==> src/rtl/approx_mul_rr_scheduler.sv <==
// Round-robin scheduler sharing one external W x W multiplier datapath
// (approximate and exact paths) among NREQ requesters. Accepted operands are
// registered into the datapath, a tag pipeline follows the datapath latency,
// and finished products are queued in a response FIFO tagged with the
// requester index. Issue is credit-limited so the FIFO can never overflow.
module approx_mul_rr_scheduler #(
   parameter int NREQ    = 4,
   parameter int W       = 8,
   parameter int MUL_LAT = 0,
   parameter int DEPTH   = 4
) (
   input  logic                    clk,
   input  logic                    rst_n,
   input  logic [NREQ-1:0]         req_valid,
   output logic [NREQ-1:0]         req_ready,
   input  logic [NREQ*W-1:0]       req_x,
   input  logic [NREQ*W-1:0]       req_y,
   input  logic [NREQ-1:0]         req_exact,
   output logic [W-1:0]            mul_x,
   output logic [W-1:0]            mul_y,
   output logic                    mul_sel_exact,
   input  logic [2*W-1:0]          mul_z,
   output logic                    rsp_valid,
   input  logic                    rsp_ready,
   output logic [$clog2(NREQ)-1:0] rsp_id,
   output logic [2*W-1:0]          rsp_z,
   output logic                    rsp_exact,
   output logic                    busy
);

   localparam int IDW = $clog2(NREQ);
   localparam int AW  = (DEPTH > 1) ? $clog2(DEPTH) : 1;
   localparam int CW  = $clog2(DEPTH + 1);
   localparam int NST = MUL_LAT + 1;
   localparam int EW  = IDW + 1 + 2 * W;

   // round-robin pointer and credit (ops in tag pipeline + FIFO entries)
   logic [IDW-1:0]            ptr_q, ptr_d;
   logic [CW-1:0]             cred_q, cred_d;

   // operand registers feeding the datapath
   logic [W-1:0]              mx_q, mx_d;
   logic [W-1:0]              my_q, my_d;
   logic                      msel_q, msel_d;

   // tag pipeline, one stage per datapath register plus the operand stage
   logic [NST-1:0]            tv_q, tv_d;
   logic [NST-1:0][IDW-1:0]   tid_q, tid_d;
   logic [NST-1:0]            tex_q, tex_d;

   // response FIFO
   logic [AW-1:0]             wp_q, wp_d;
   logic [AW-1:0]             rp_q, rp_d;
   logic [CW-1:0]             occ_q, occ_d;
   logic [EW-1:0]             mem_q [DEPTH];
   logic [EW-1:0]             push_word_d;
   logic [EW-1:0]             head;

   logic                      issue_ok;
   logic                      accept;
   logic                      push;
   logic                      pop;
   logic [NREQ-1:0]           grant;
   logic [IDW-1:0]            gidx;
   logic [IDW-1:0]            cand;
   logic [IDW:0]              cand_sum;
   logic                      arb_hit;

   function automatic logic [AW-1:0] ptr_inc(input logic [AW-1:0] p);
      return (p == AW'(DEPTH - 1)) ? '0 : p + 1'b1;
   endfunction

   // Credit is judged from registered state only; a same-cycle pop does not help.
   assign issue_ok = rst_n && (cred_q < CW'(DEPTH));
   assign pop      = rsp_valid & rsp_ready;
   assign push     = tv_q[NST-1];

   // Round-robin search starting just after the last granted requester.
   always_comb begin
      grant    = '0;
      gidx     = '0;
      cand     = '0;
      cand_sum = '0;
      arb_hit  = 1'b0;
      for (int off = 1; off <= NREQ; off++) begin
         cand_sum = {1'b0, ptr_q} + (IDW+1)'(off);
         if (cand_sum >= (IDW+1)'(NREQ)) begin
            cand_sum = cand_sum - (IDW+1)'(NREQ);
         end
         cand = cand_sum[IDW-1:0];
         if (!arb_hit && req_valid[cand]) begin
            grant[cand] = 1'b1;
            gidx        = cand;
            arb_hit     = 1'b1;
         end
      end
      if (!issue_ok) begin
         grant = '0;
      end
   end

   assign req_ready = grant;
   assign accept    = |grant;

   // Load operands and pointer on accept; otherwise hold to avoid datapath toggling.
   always_comb begin
      ptr_d  = ptr_q;
      mx_d   = mx_q;
      my_d   = my_q;
      msel_d = msel_q;
      if (accept) begin
         ptr_d  = gidx;
         mx_d   = W'(req_x >> (gidx * W));
         my_d   = W'(req_y >> (gidx * W));
         msel_d = req_exact[gidx];
      end
   end

   // Advance the tag pipeline every cycle; bubbles enter when nothing is accepted.
   always_comb begin
      tv_d     = tv_q;
      tid_d    = tid_q;
      tex_d    = tex_q;
      tv_d[0]  = accept;
      tid_d[0] = accept ? gidx : '0;
      tex_d[0] = accept ? req_exact[gidx] : 1'b0;
      for (int s = 1; s < NST; s++) begin
         tv_d[s]  = tv_q[s-1];
         tid_d[s] = tid_q[s-1];
         tex_d[s] = tex_q[s-1];
      end
   end

   // FIFO pointer, occupancy and credit bookkeeping.
   always_comb begin
      push_word_d = {tid_q[NST-1], tex_q[NST-1], mul_z};
      wp_d        = push ? ptr_inc(wp_q) : wp_q;
      rp_d        = pop ? ptr_inc(rp_q) : rp_q;
      case ({push, pop})
         2'b10:   occ_d = occ_q + 1'b1;
         2'b01:   occ_d = occ_q - 1'b1;
         default: occ_d = occ_q;
      endcase
      case ({accept, pop})
         2'b10:   cred_d = cred_q + 1'b1;
         2'b01:   cred_d = cred_q - 1'b1;
         default: cred_d = cred_q;
      endcase
   end

   // State register; reset discards in-flight tags and FIFO contents.
   always_ff @(posedge clk or negedge rst_n) begin
      if (!rst_n) begin
         ptr_q  <= IDW'(NREQ - 1);
         cred_q <= '0;
         mx_q   <= '0;
         my_q   <= '0;
         msel_q <= 1'b0;
         tv_q   <= '0;
         tid_q  <= '0;
         tex_q  <= '0;
         wp_q   <= '0;
         rp_q   <= '0;
         occ_q  <= '0;
      end else begin
         ptr_q  <= ptr_d;
         cred_q <= cred_d;
         mx_q   <= mx_d;
         my_q   <= my_d;
         msel_q <= msel_d;
         tv_q   <= tv_d;
         tid_q  <= tid_d;
         tex_q  <= tex_d;
         wp_q   <= wp_d;
         rp_q   <= rp_d;
         occ_q  <= occ_d;
      end
   end

   // FIFO storage holds data only; validity comes from the occupancy count.
   always_ff @(posedge clk) begin
      if (push) begin
         mem_q[wp_q] <= push_word_d;
      end
   end

   assign head          = mem_q[rp_q];
   assign rsp_valid     = (occ_q != '0);
   assign rsp_id        = rsp_valid ? head[EW-1 -: IDW] : '0;
   assign rsp_exact     = rsp_valid ? head[2*W] : 1'b0;
   assign rsp_z         = rsp_valid ? head[2*W-1:0] : '0;
   assign busy          = (cred_q != '0);
   assign mul_x         = mx_q;
   assign mul_y         = my_q;
   assign mul_sel_exact = msel_q;

endmodule

==> config.mk <==
export PLATFORM = sky130hd
export DESIGN_NAME = approx_mul_rr_scheduler
export DESIGN_NICKNAME = d
export VERILOG_FILES = /design/src/rtl/approx_mul_rr_scheduler.sv
export SDC_FILE = /design/constraint.sdc
export NUM_CORES = 1
export LEC_CHECK = 0
export ABC_AREA = 1
export CORE_UTILIZATION = 40
export CTS_BUF_LIST = sky130_fd_sc_hd__clkbuf_8
export DETAILED_ROUTE_END_ITERATION = 10
export DONT_BUFFER_PORTS = 1
export SLEW_MARGIN = 20
export SYNTH_ARGS = -nofsm -noshare
export SYNTH_HDL_FRONTEND = slang
export SYNTH_SLANG_ARGS = --single-unit
==> constraint.sdc <==
create_clock -name clk -period 10.2 [get_ports clk]
set_input_delay 2.04 -clock clk [delete_from_list [all_inputs] [get_ports clk]]
set_output_delay 2.04 -clock clk [all_outputs]
set_load 0.02 [all_outputs]
==> flow_metrics.py <==
metrics = {
    "run_status": {
        "status": "finished clean",
    },
    "route": {
        "postRouteAntennaNets": 0,
        "wl_per_cell_um": 14.8,
        "vias_per_cell": 5.02,
        "routed_wl_um": 12200,
        "vias": 4130,
        "first_pass_iters": 6,
        "dr.first_iter.drc_count": 204,
        "drc_errors": 0,
    },
    "sta": {
        "fmax_ghz": 0.192,
        "finalHoldViolCount": 0,
        "period_needed_ns": 5.21,
        "hold_slack_ns": 0.483,
        "fin_skew_ns": 0.00840,
        "grt_setup_unrepaired": "false",
        "period_share": 0.511,
        "fin_setup_tns_ns": 0,
        "worst_slew_pin_slew_ns": 1.05,
        "slew_viol_final": 0,
        "setup_slack_ns": 4.99,
        "max_slew_margin": 0.296,
        "setup_violations": 0,
    },
    "global_routing": {
        "grt_pass1_wl_um": 19200,
        "grt_max_degree": 42,
        "antenna_found_initial": 0,
        "gr-total-overflow": 0,
        "grt_pass1_vias": 3873,
        "grt_use_total": 0.169,
    },
    "die": {
        "start_util": 0.412,
        "die_y_um": 122,
        "io_pins": 133,
        "rows": 43,
        "coreArea_um2": 14000,
        "die_w_um": 122,
        "die_area_um2": 14900,
    },
    "critical_path": {
        "critPathBufInv": 2,
        "cp_max_fo": 13,
        "critPathLaunchType": "primary input",
        "endpoint_kind": "output port",
        "critPathKind": "in -> out",
        "cp.arrival_ns": 3.17,
        "cpMaxStageDelayCell": "nor2_4",
        "max_stage_delay_ns": 0.28,
        "critPathTopFamily": "simple AND/OR/NAND/NOR gates",
        "required_ns": 8.16,
        "crit_chain": "inv_1 > nand2_1 > nand3_2 > nand2_4 > nor2_4 > nand4_1 > nand3_1 > nand2_1 > inv_1",
    },
    "logic_synthesis": {
        "synth-async-reset-ratio": 0.303,
        "synthFlopType": "edfxtp_1",
        "yosysUniqueCellTypes": 33,
        "syn-cell-area_um2": 5760,
        "synth_nets": 763,
        "synth_cells": 655,
        "ys_seq_elements": 109,
        "synth.most_common_cell": "nand2_1",
        "synth-warning-count": 0,
        "synthTopCellsByArea": "edfxtp_1, dfrtp_1, nand2_1",
        "synth_top_area_frac": 0.396,
        "synth_edf_count": 76,
        "netlist.top_cell.by_area": "edfxtp_1",
        "synth-seq-area-share": 0.540,
        "synth.avg_cell_area_um2": 8.80,
        "synthTopCellsByCount": "nand2_1, inv_1, nor2_1",
    },
    "min_path": {
        "hp-class": "reg -> reg",
    },
    "clocking": {
        "cts-buffers-inserted": 9,
        "cts_resized": 0,
        "cts_tree": "built",
        "htree_num_levels": 3,
        "cts-root-buf": "clkbuf_8",
        "cts_setup_buffers": 0,
        "cts_sinks": 109,
        "clockBufferDepth": 2,
        "postCtsHoldBufs": 0,
        "path_clk_slew_ns": 0.09,
        "clk_latency_ns": 0.38,
    },
    "final_layout": {
        "final_nets": 745,
        "drive_gt1_frac": 0.0623,
        "syn2layout_area_growth_pct": 5.21,
        "diodes": 0,
    },
    "place": {
        "gp_congestion": 0.903,
        "pre_cts_ws_ns": 4.99,
        "port-buffer-count": 0,
        "dp_hpwl_um": 8200,
    },
    "pwr": {
        "peakVddDrop_uv": 162,
        "powerDensity_nw_per_um2": 366,
        "total_power_mw": 2.22,
        "p_leak_nw": 2.75,
    },
    "run": {
        "cap_viol_max_count": 0,
    },
}
## state kept, by name, summed over array words and instances (netlist names)
name,cells
cred_q,3
ptr_q,2
mem_q,76
occ_q,3
rp_q,2
push,1
wp_q,2
tex_q,1
mul_y,8
tid_q,2
mul_sel_exact,1
mul_x,8
## final cells by class
| type | instances | area, um^2 |
|---|---|---|
| fill | 1366 | 7920 |
| sequential | 109 | 3110 |
| multi-input combinational | 426 | 2150 |
| inverter | 88 | 335 |
| tap | 180 | 225 |
| clock buffer | 9 | 124 |
| clock inverter | 7 | 96.3 |
| timing repair buffer | 3 | 22.5 |
## layer usage
layer  GRT usage  vias up  part of all wire
met5           0        -                 0
met2       0.289      151              0.49
met4      0.0347        0            0.0087
met1       0.205     1894              0.43
li1            -     2076                 -
met3      0.0595        9             0.073
## cells in the final DEF (no fill, tap or decap), types with 4 or more instances in the layout
cell      count
nand4_1       4
inv_1        85
nand3_1      63
o21ai_0      48
nand3b_1     17
nand2_1     147
ha_1         15
clkbuf_8      9
dfrtp_1      31
a21oi_1      25
nand2_2       6
a21boi_0      4
nor2_1       79
edfxtp_1     76
## logic make-up (layout without fill, tap and decap cells)
group,count (synthesis),in the layout,synth area share
adder cells (fa/ha/maj),17,17,0.0395
buffers and inverters,120,107,0.0881
AND/OR/NAND/NOR,327,327,0.257
XOR/XNOR,4,4,0.00608
flip-flops,109,109,0.540
AO/OA/AOI/OAI,78,78,0.0697
## stage by stage
step | std cells | instance area (um^2) | util
2_1_floorplan | 655 | 5760 | -
3_3_place_gp | 806 | 5840 | 0.418
3_5_place_dp | 806 | 5840 | 0.418
4_1_cts | 822 | 6060 | 0.434
5_1_grt | 822 | 6060 | 0.434
6_report | 822 | 6060 | 0.434
## report_power, final
group          switching (mW)  internal (mW)  leakage (nW)
clock                   0.148          0.140         0.115
sequential              0.119          0.591          1.10
combinational           0.867          0.355          1.54
## path summary, 6_finish.rpt
kind	from	end	slack (ns)	cells past startpoint
max in group asynchronous	rst_n	ptr_q[0]	8.67	0
hold / removal	cred_q[0]	cred_q[0]	0.48	1
setup / recovery	req_valid[0]	req_ready[0]	4.99	9
hold reg to reg	cred_q[0]	cred_q[0]	0.48	1
min in group asynchronous	rst_n	cred_q[1]	1.34	0
setup reg to reg	ptr_q[0]	cred_q[2]	6.56	18
## worst reg2reg max path, cell delays in order (launching register included)
cell and delay [ns]:
dfstp_2 0.73, inv_6 0.10, ha_1 0.39, inv_1 0.12, nand3_2 0.15, nand2_4 0.12, nor2_2 0.06, a21oi_1 0.17
nand3_1 0.11, nand2_1 0.09, nand2_1 0.07, nor2_1 0.11, buf_4 0.26, ha_1 0.19, inv_1 0.07, fa_1 0.39
a21oi_1 0.14, o21ai_0 0.11, xor2_1 0.15
(Power assumes the default switching activity.)
